--- config.mk ---
export PLATFORM = sky130hd
export DESIGN_NAME = mem_port_arbiter
export DESIGN_NICKNAME = d
export VERILOG_FILES = /design/src/rtl/mem_port_arbiter.sv
export SDC_FILE = /design/constraint.sdc
export NUM_CORES = 1
export LEC_CHECK = 0
export CORE_ASPECT_RATIO = 1.5
export CORE_UTILIZATION = 40
export DETAILED_ROUTE_END_ITERATION = 10
export GPL_TIMING_DRIVEN = 0
export PLACE_DENSITY = 0.8
export RECOVER_POWER = 50
export REMOVE_ABC_BUFFERS = 1
export SKIP_CTS_REPAIR_TIMING = 1
export SYNTH_ARGS = -nofsm -noshare
export SYNTH_HDL_FRONTEND = slang
export SYNTH_SLANG_ARGS = --single-unit
--- constraint.sdc ---
create_clock -name i_clk -period 1.93 [get_ports i_clk]
set_input_delay 0.4825 -clock i_clk [delete_from_list [all_inputs] [get_ports i_clk]]
set_output_delay 0.4825 -clock i_clk [all_outputs]
set_load 0.03 [all_outputs]
--- src/rtl/mem_port_arbiter.sv ---
// Shares one memory port between the instruction-fetch and load/store requesters.
// Data wins arbitration by default; a saturating starvation counter forces a fetch grant.
module mem_port_arbiter #(
  parameter int unsigned STARVE_LIMIT = 4
) (
  input  logic        i_clk,
  input  logic        i_rst,
  input  logic        i_if_req,
  input  logic [31:0] i_if_addr,
  output logic        o_if_gnt,
  output logic        o_if_rvalid,
  output logic [31:0] o_if_rdata,
  input  logic        i_d_req,
  input  logic        i_d_we,
  input  logic [31:0] i_d_addr,
  input  logic [31:0] i_d_wdata,
  input  logic [31:0] i_d_mask,
  output logic        o_d_gnt,
  output logic        o_d_rvalid,
  output logic [31:0] o_d_rdata,
  output logic        o_mem_req,
  output logic        o_mem_we,
  output logic [31:0] o_mem_addr,
  output logic [31:0] o_mem_wdata,
  output logic [31:0] o_mem_mask,
  input  logic        i_mem_ack,
  input  logic [31:0] i_mem_rdata
);

  typedef enum logic [1:0] {IDLE, BUSY_I, BUSY_D} state_t;

  localparam logic [3:0] LIMIT = 4'(STARVE_LIMIT);

  state_t      state_reg, state_next;
  logic [3:0]  starve_cnt_reg, starve_cnt_next;
  logic        we_reg;
  logic [31:0] addr_reg, wdata_reg, mask_reg;
  logic        if_rvalid_reg, d_rvalid_reg;
  logic [31:0] if_rdata_reg, d_rdata_reg;
  logic        if_gnt, d_gnt, busy;

  always_comb begin
    state_next      = state_reg;
    starve_cnt_next = starve_cnt_reg;
    if_gnt          = 1'b0;
    d_gnt           = 1'b0;
    case (state_reg)
      IDLE: begin
        if (i_d_req && !(i_if_req && (starve_cnt_reg == LIMIT))) begin
          d_gnt = 1'b1;
        end else if (i_if_req) begin
          if_gnt = 1'b1;
        end
        if (d_gnt) begin
          state_next = BUSY_D;
          if (!i_if_req) begin
            starve_cnt_next = 4'd0;
          end else if (starve_cnt_reg < LIMIT) begin
            starve_cnt_next = starve_cnt_reg + 4'd1;
          end
        end else if (if_gnt) begin
          state_next      = BUSY_I;
          starve_cnt_next = 4'd0;
        end
      end
      BUSY_I, BUSY_D: begin
        if (i_mem_ack) begin
          state_next = IDLE;
        end
      end
      default: state_next = IDLE;
    endcase
  end

  always_ff @(posedge i_clk) begin
    if (i_rst) begin
      state_reg      <= IDLE;
      starve_cnt_reg <= 4'd0;
      we_reg         <= 1'b0;
      addr_reg       <= 32'd0;
      wdata_reg      <= 32'd0;
      mask_reg       <= 32'd0;
      if_rvalid_reg  <= 1'b0;
      d_rvalid_reg   <= 1'b0;
      if_rdata_reg   <= 32'd0;
      d_rdata_reg    <= 32'd0;
    end else begin
      state_reg      <= state_next;
      starve_cnt_reg <= starve_cnt_next;
      if (d_gnt) begin
        we_reg    <= i_d_we;
        addr_reg  <= i_d_addr;
        wdata_reg <= i_d_wdata;
        mask_reg  <= i_d_mask;
      end else if (if_gnt) begin
        we_reg    <= 1'b0;
        addr_reg  <= i_if_addr;
        wdata_reg <= 32'd0;
        mask_reg  <= 32'd0;
      end
      if_rvalid_reg <= (state_reg == BUSY_I) && i_mem_ack;
      d_rvalid_reg  <= (state_reg == BUSY_D) && i_mem_ack;
      if ((state_reg == BUSY_I) && i_mem_ack) begin
        if_rdata_reg <= i_mem_rdata;
      end
      if ((state_reg == BUSY_D) && i_mem_ack) begin
        d_rdata_reg <= we_reg ? 32'd0 : i_mem_rdata;
      end
    end
  end

  // Memory fields read as zero outside a transaction so IDLE never shows stale values.
  assign busy        = (state_reg == BUSY_I) || (state_reg == BUSY_D);
  assign o_mem_req   = busy;
  assign o_mem_we    = busy & we_reg;
  assign o_mem_addr  = busy ? addr_reg  : 32'd0;
  assign o_mem_wdata = busy ? wdata_reg : 32'd0;
  assign o_mem_mask  = busy ? mask_reg  : 32'd0;

  assign o_if_gnt    = if_gnt;
  assign o_d_gnt     = d_gnt;
  assign o_if_rvalid = if_rvalid_reg;
  assign o_if_rdata  = if_rdata_reg;
  assign o_d_rvalid  = d_rvalid_reg;
  assign o_d_rdata   = d_rdata_reg;

endmodule

# == Word level (Yosys, flattened, before mapping) ==
# Index checks and enable logic that the tools add are counted.
# op_classes
addsub,1
order_cmp,1
n_eq_ne,6
mux,26
bitwise,1
n_reduce_logical,12
# ops
operator,n
2-to-1 mux 32 bit,9
2-to-1 mux 4 bit,4
2-to-1 mux 1 bit,9
2-to-1 mux 2 bit,3
adder 4 x 1 -> 4 bit (second input constant),1
equality test 4 x 3 -> 1 bit (second input constant),1
logical AND 1 bit,4
< comparator 4 x 3 -> 1 bit (second input constant),1
one-hot mux 2 bit (2 select lines),1
nonzero test 2 bit,2
inequality test 3 x 2 -> 1 bit (second input constant),1
inequality test 3 bit (second input constant),1
AND reduction 3 bit,1
equality test 2 x 1 -> 1 bit (second input constant),1
equality test 2 bit (second input constant),1
logical NOT 2 bit,1
inequality test 2 bit (second input constant),1
AND reduction 2 bit,1
OR reduction 2 bit,1
bitwise AND 1 bit,1
logical NOT 1 bit,1
logical OR 1 bit,1
# word_totals
regBits,169
in_bits,166
out_inout_bits,166
wordCells,57

# == Depth between registers and ports, before layout ==
# depth
word_depth,9
ltp_mapped,9
mapped_depth_nobuf,7

# == Worst setup path after synthesis ==
# OpenSTA, ideal clock, no wires.
# synth_path
kind,register to output
from,register state_reg[0]
to,output port o_mem_mask[10]
arrival_time_ns,1.702
required_time_ns,1.447
setup_slack_ns,-0.255
path_stages_with_launch,6
n_path_buf,2
cell_sequence,dfxtp_1 > inv_1 > ha_1 > clkbuf_1 > clkbuf_1 > and2_1
# synth_via
elab_chain_cells,3
elab_cells_between_ends,4
cone_classes,2 x eq/ne; 1 x mux; 1 x reduce/logical
# synth_lines
element,line,rtl
from (decl),34,"state_t state_reg, state_next;"
from (signal assigned),88,state_reg <= state_next;
equality test 2 x 1 -> 1 bit / equality test 2 bit (equally long branches),113,assign busy = (state_reg == BUSY_I) || (state_reg == BUSY_D);
logical OR 1 bit *,113,
net o_mem_req,21,"output logic o_mem_req,"
2-to-1 mux 32 bit *,118,assign o_mem_mask = busy ? mask_reg : 32'd0;
to (decl),25,"output logic [31:0] o_mem_mask,"
# The timed path passes the listed nets; every way through them passes the cells marked *.

# == Final worst setup path ==
# layout_path
from,register state_reg[0]
to,output port o_mem_wdata[15]
# layout_via
elab_chain_cells,3
elab_cells_between_ends,4
cone_classes,2 x eq/ne; 1 x mux; 1 x reduce/logical
# layout_lines
element,line,rtl
equality test 2 x 1 -> 1 bit / equality test 2 bit (equally long branches),113,
logical OR 1 bit *,113,
2-to-1 mux 32 bit *,117,assign o_mem_wdata = busy ? wdata_reg : 32'd0;
to (decl),24,"output logic [31:0] o_mem_wdata,"
# Mark *: on every way between the ends. The rest lies on a longest branch, timed or not.

==> run_results.csv <==
group,metric,value,unit
worst_setup_path,crit_family,"buffers and inverters",
worst_setup_path,start_kind,"flip-flop",
floorplanning,dieArea,0.0171,mm2
grt,grt-busiest-layer,"met2",
clock_tree,clkLatencyLatePin,0.43,ns
routing,wl,25.8,mm
routing,drt_iter0_drc,348,
floorplanning,die_w,107,um
worst_setup_path,critical_path_class,"flip-flop to primary output",
floorplanning,core_area,0.0162,mm2
place,port_buffers,331,
routing,first_pass_iters,4,
grt,track_usage,25.2,%
pwr,power.leakage,4.46,nW
clock_tree,cts_root_buffer,"clkbuf_16",
place,hpwl,14.6,mm
clock_tree,clock_sinks,169,
status,status,"complete, but fails checks",
worst_setup_path,cp-end-kind,"primary output",
place,pre_cts_ws,-2.10,ns
logic_synthesis,seq_area_frac_synth,51.0,%
sta,finClkSkew,0.0148,ns
pwr,power,0.00948,W
clock_tree,path_clk_slew,0.06,ns
floorplanning,ioPinCount,332,
floorplanning,rows,57,
logic_synthesis,postSynthAreaPerCell,8.67,um2
sta,period_needed,2.24,ns
grt,grt_pass1_wl,33.8,mm
logic_synthesis,synth_area,0.00663,mm2
pwr,peakVddDrop,0.000672,V
floorplanning,initial_core_util,41.0,%
pwr,pwr_density_cell,861,mW/mm2
clock_tree,clk_path_buf_depth,2,
sta,hold_slack,0.456,ns
sta,finalSetupViolCount,131,
worst_setup_path,path_cells,"inv_2, ha_4, buf_12, buf_6, and2_1, buf_4",
grt,use_met3,8.82,%
worst_setup_path,cp_max_fo,6,
floorplanning,die_height,160,um
grt,met2_usage,43.0,%
clock_tree,cts_buffers,17,
finish,fin_nets,1269,
sta,worstMarginPinSlew,1.27,ns
routing,drcViolationCount,0,
clock_tree,cts_tree,"built",
sta,drv_slew,0,
worst_setup_path,cp.arrival,1.75,ns
finish,final_util,68.0,%
status,violations,"negative setup slack",
grt,grt_use_met1,27.0,%
routing,antenna_left,0,
routing,wire_per_inst,19.6,um
grt,grt_pass1_vias,6688,
sta,finalCritPeriodShare,116,%
logic_synthesis,ys_warn_count,0,
clock_tree,cts.htree.levels,4,
logic_synthesis,synth_cells,765,
grt,grt_overflow,0,
place,place.gp.congestion,0.795,
logic_synthesis,ys_ff_latch,169,
finish,antenna_cells,0,
sta,fmax,447,MHz
sta,final_hold_viol_count,0,
grt,grt_max_degree,100,
worst_setup_path,critPathRequiredTime,1.45,ns
worst_setup_path,critPathMaxStageDelay,0.35,ns
job,maxCapViolCount,0,
sta,finalWorstSetupSlack,-0.307,ns
sta,rsz0062_at_grt,"true",
sta,relSlewSlack,15.4,%
finish,drive_above_1_share,23.1,%
logic_synthesis,synth.distinct_cells,33,
worst_setup_path,slowest_stage,"dfxtp_2",
worst_setup_path,path_buf_inv,4,
finish,area_growth,65.9,%
grt,antenna_found_initial,1,
routing,vias,7025,
routing,vias_per_cell,5.33,
hold_path,holdCritPathClass,"flip-flop to flip-flop",
## power breakdown
| group | total (W) | switching [W] | internal, W | leakage, nW |
|---|---|---|---|---|
| sequential | 0.00383 | 0.000116 | 0.00372 | 1.38 |
| clock | 0.00330 | 0.00144 | 0.00186 | 0.285 |
| combinational | 0.00235 | 0.00124 | 0.00111 | 2.80 |
| total | 0.00948 | 0.00280 | 0.00668 | 4.46 |
## Yosys cell counts
master    count  area [um2]
nor2b_1       1        6.26
buf_6         2        22.5
nand2_1     100         375
a22oi_1      65         488
clkbuf_1     38         143
inv_1         7        26.3
buf_1         5        18.8
and2_1       98         613
or3_1         1        6.26
o21ai_2       1        8.76
nand4b_1      1        8.76
nand3b_1      1        7.51
nand4_1       1        6.26
o22ai_1       1        6.26
nand2b_1      3        18.8
nand3_2       1        10.0
nor2_1      101         379
inv_2         1        3.75
dfxtp_1     169        3380
ha_1          5        62.6
o31a_1        1        8.76
o21a_1        2        15.0
nand3_1       1        5.00
o21ai_0       3        15.0
nor3b_1       1        7.51
buf_4         1        7.51
a211oi_1     32         240
buf_2        18        90.1
nor3_1        1        5.00
clkbuf_2      1        5.00
mux2i_1       2        20.0
a22o_1       32         280
a21oi_1      68         340
## stage by stage
stage / TNS, ns / area, um2 / cells
floorplan: -171.95 / 6350 / 700
global placement: -849.67 / 9920 / 1237
detailed placement: -240.77 / 10100 / 1245
CTS: -219.11 / 10700 / 1277
global route: -38.75 / 11000 / 1317
finish: -28.36 / 11000 / 1317
## cells in the final DEF, fill, tap and decap left out, types with 3 or more instances in the layout
cell type and n:
o21ai_0 3, nor2_1 101, ha_1 3, a21oi_1 62
dfxtp_2 4, a22oi_1 60, a22oi_2 5, inv_6 3
clkbuf_16 22, a22o_1 32, clkdlybuf4s50_1 162, clkbuf_4 28
clkinv_2 3, inv_2 5, a21oi_2 5, buf_16 4
clkbuf_1 66, and2_1 49, buf_6 73, dfxtp_1 165
nand2b_1 3, buf_12 10, nand2_1 99, clkinv_4 5
buf_4 21, inv_1 3, a211oi_1 31, and2_4 48
## final timing paths
check	startpoint	endpoint	slack, ns	cells after the start
worst min register to register	o_if_rdata[17]	o_if_rdata[17]	0.46	2
worst min-delay path	o_if_rdata[17]	o_if_rdata[17]	0.46	2
worst max-delay path	state_reg[0]	o_mem_wdata[15]	-0.31	6
worst max register to register	state_reg[0]	o_d_rdata[17]	0.03	7
## worst min-delay path, cell delays in order, from the launching register on
cell	delay, ns
dfxtp_1	0.31
nand2_1	0.05
a21oi_1	0.05
## cell type report
class	count	area [um2]
inverters	8	42.5
well taps	206	258
repair inverters	2	10.0
multi-input cells	525	3180
flip-flops and latches	169	3390
repair buffers	375	3560
fillers	1305	5180
clock buffers	20	457
clock inverters	12	115
## logic make-up after synthesis
family                   count (synthesis)  share of synthesized area (%)
AO/OA/AOI/OAI                          205                           21.1
adder cells (fa/ha/maj)                  5                          0.943
buffers and inverters                   73                           4.77
flip-flops                             169                           51.0
multiplexers                             2                          0.302
AND/OR/NAND/NOR                        311                           21.8
## layer usage
metal,up-vias,wire length (um),part of all wire [%]
met2,342,12900,50
met3,65,2250,8.7
met4,2,1060,4.1
met5,-,13,0.050
met1,3336,9570,37
li1,3280,-,-
Power figures use the tool's default switching activity.
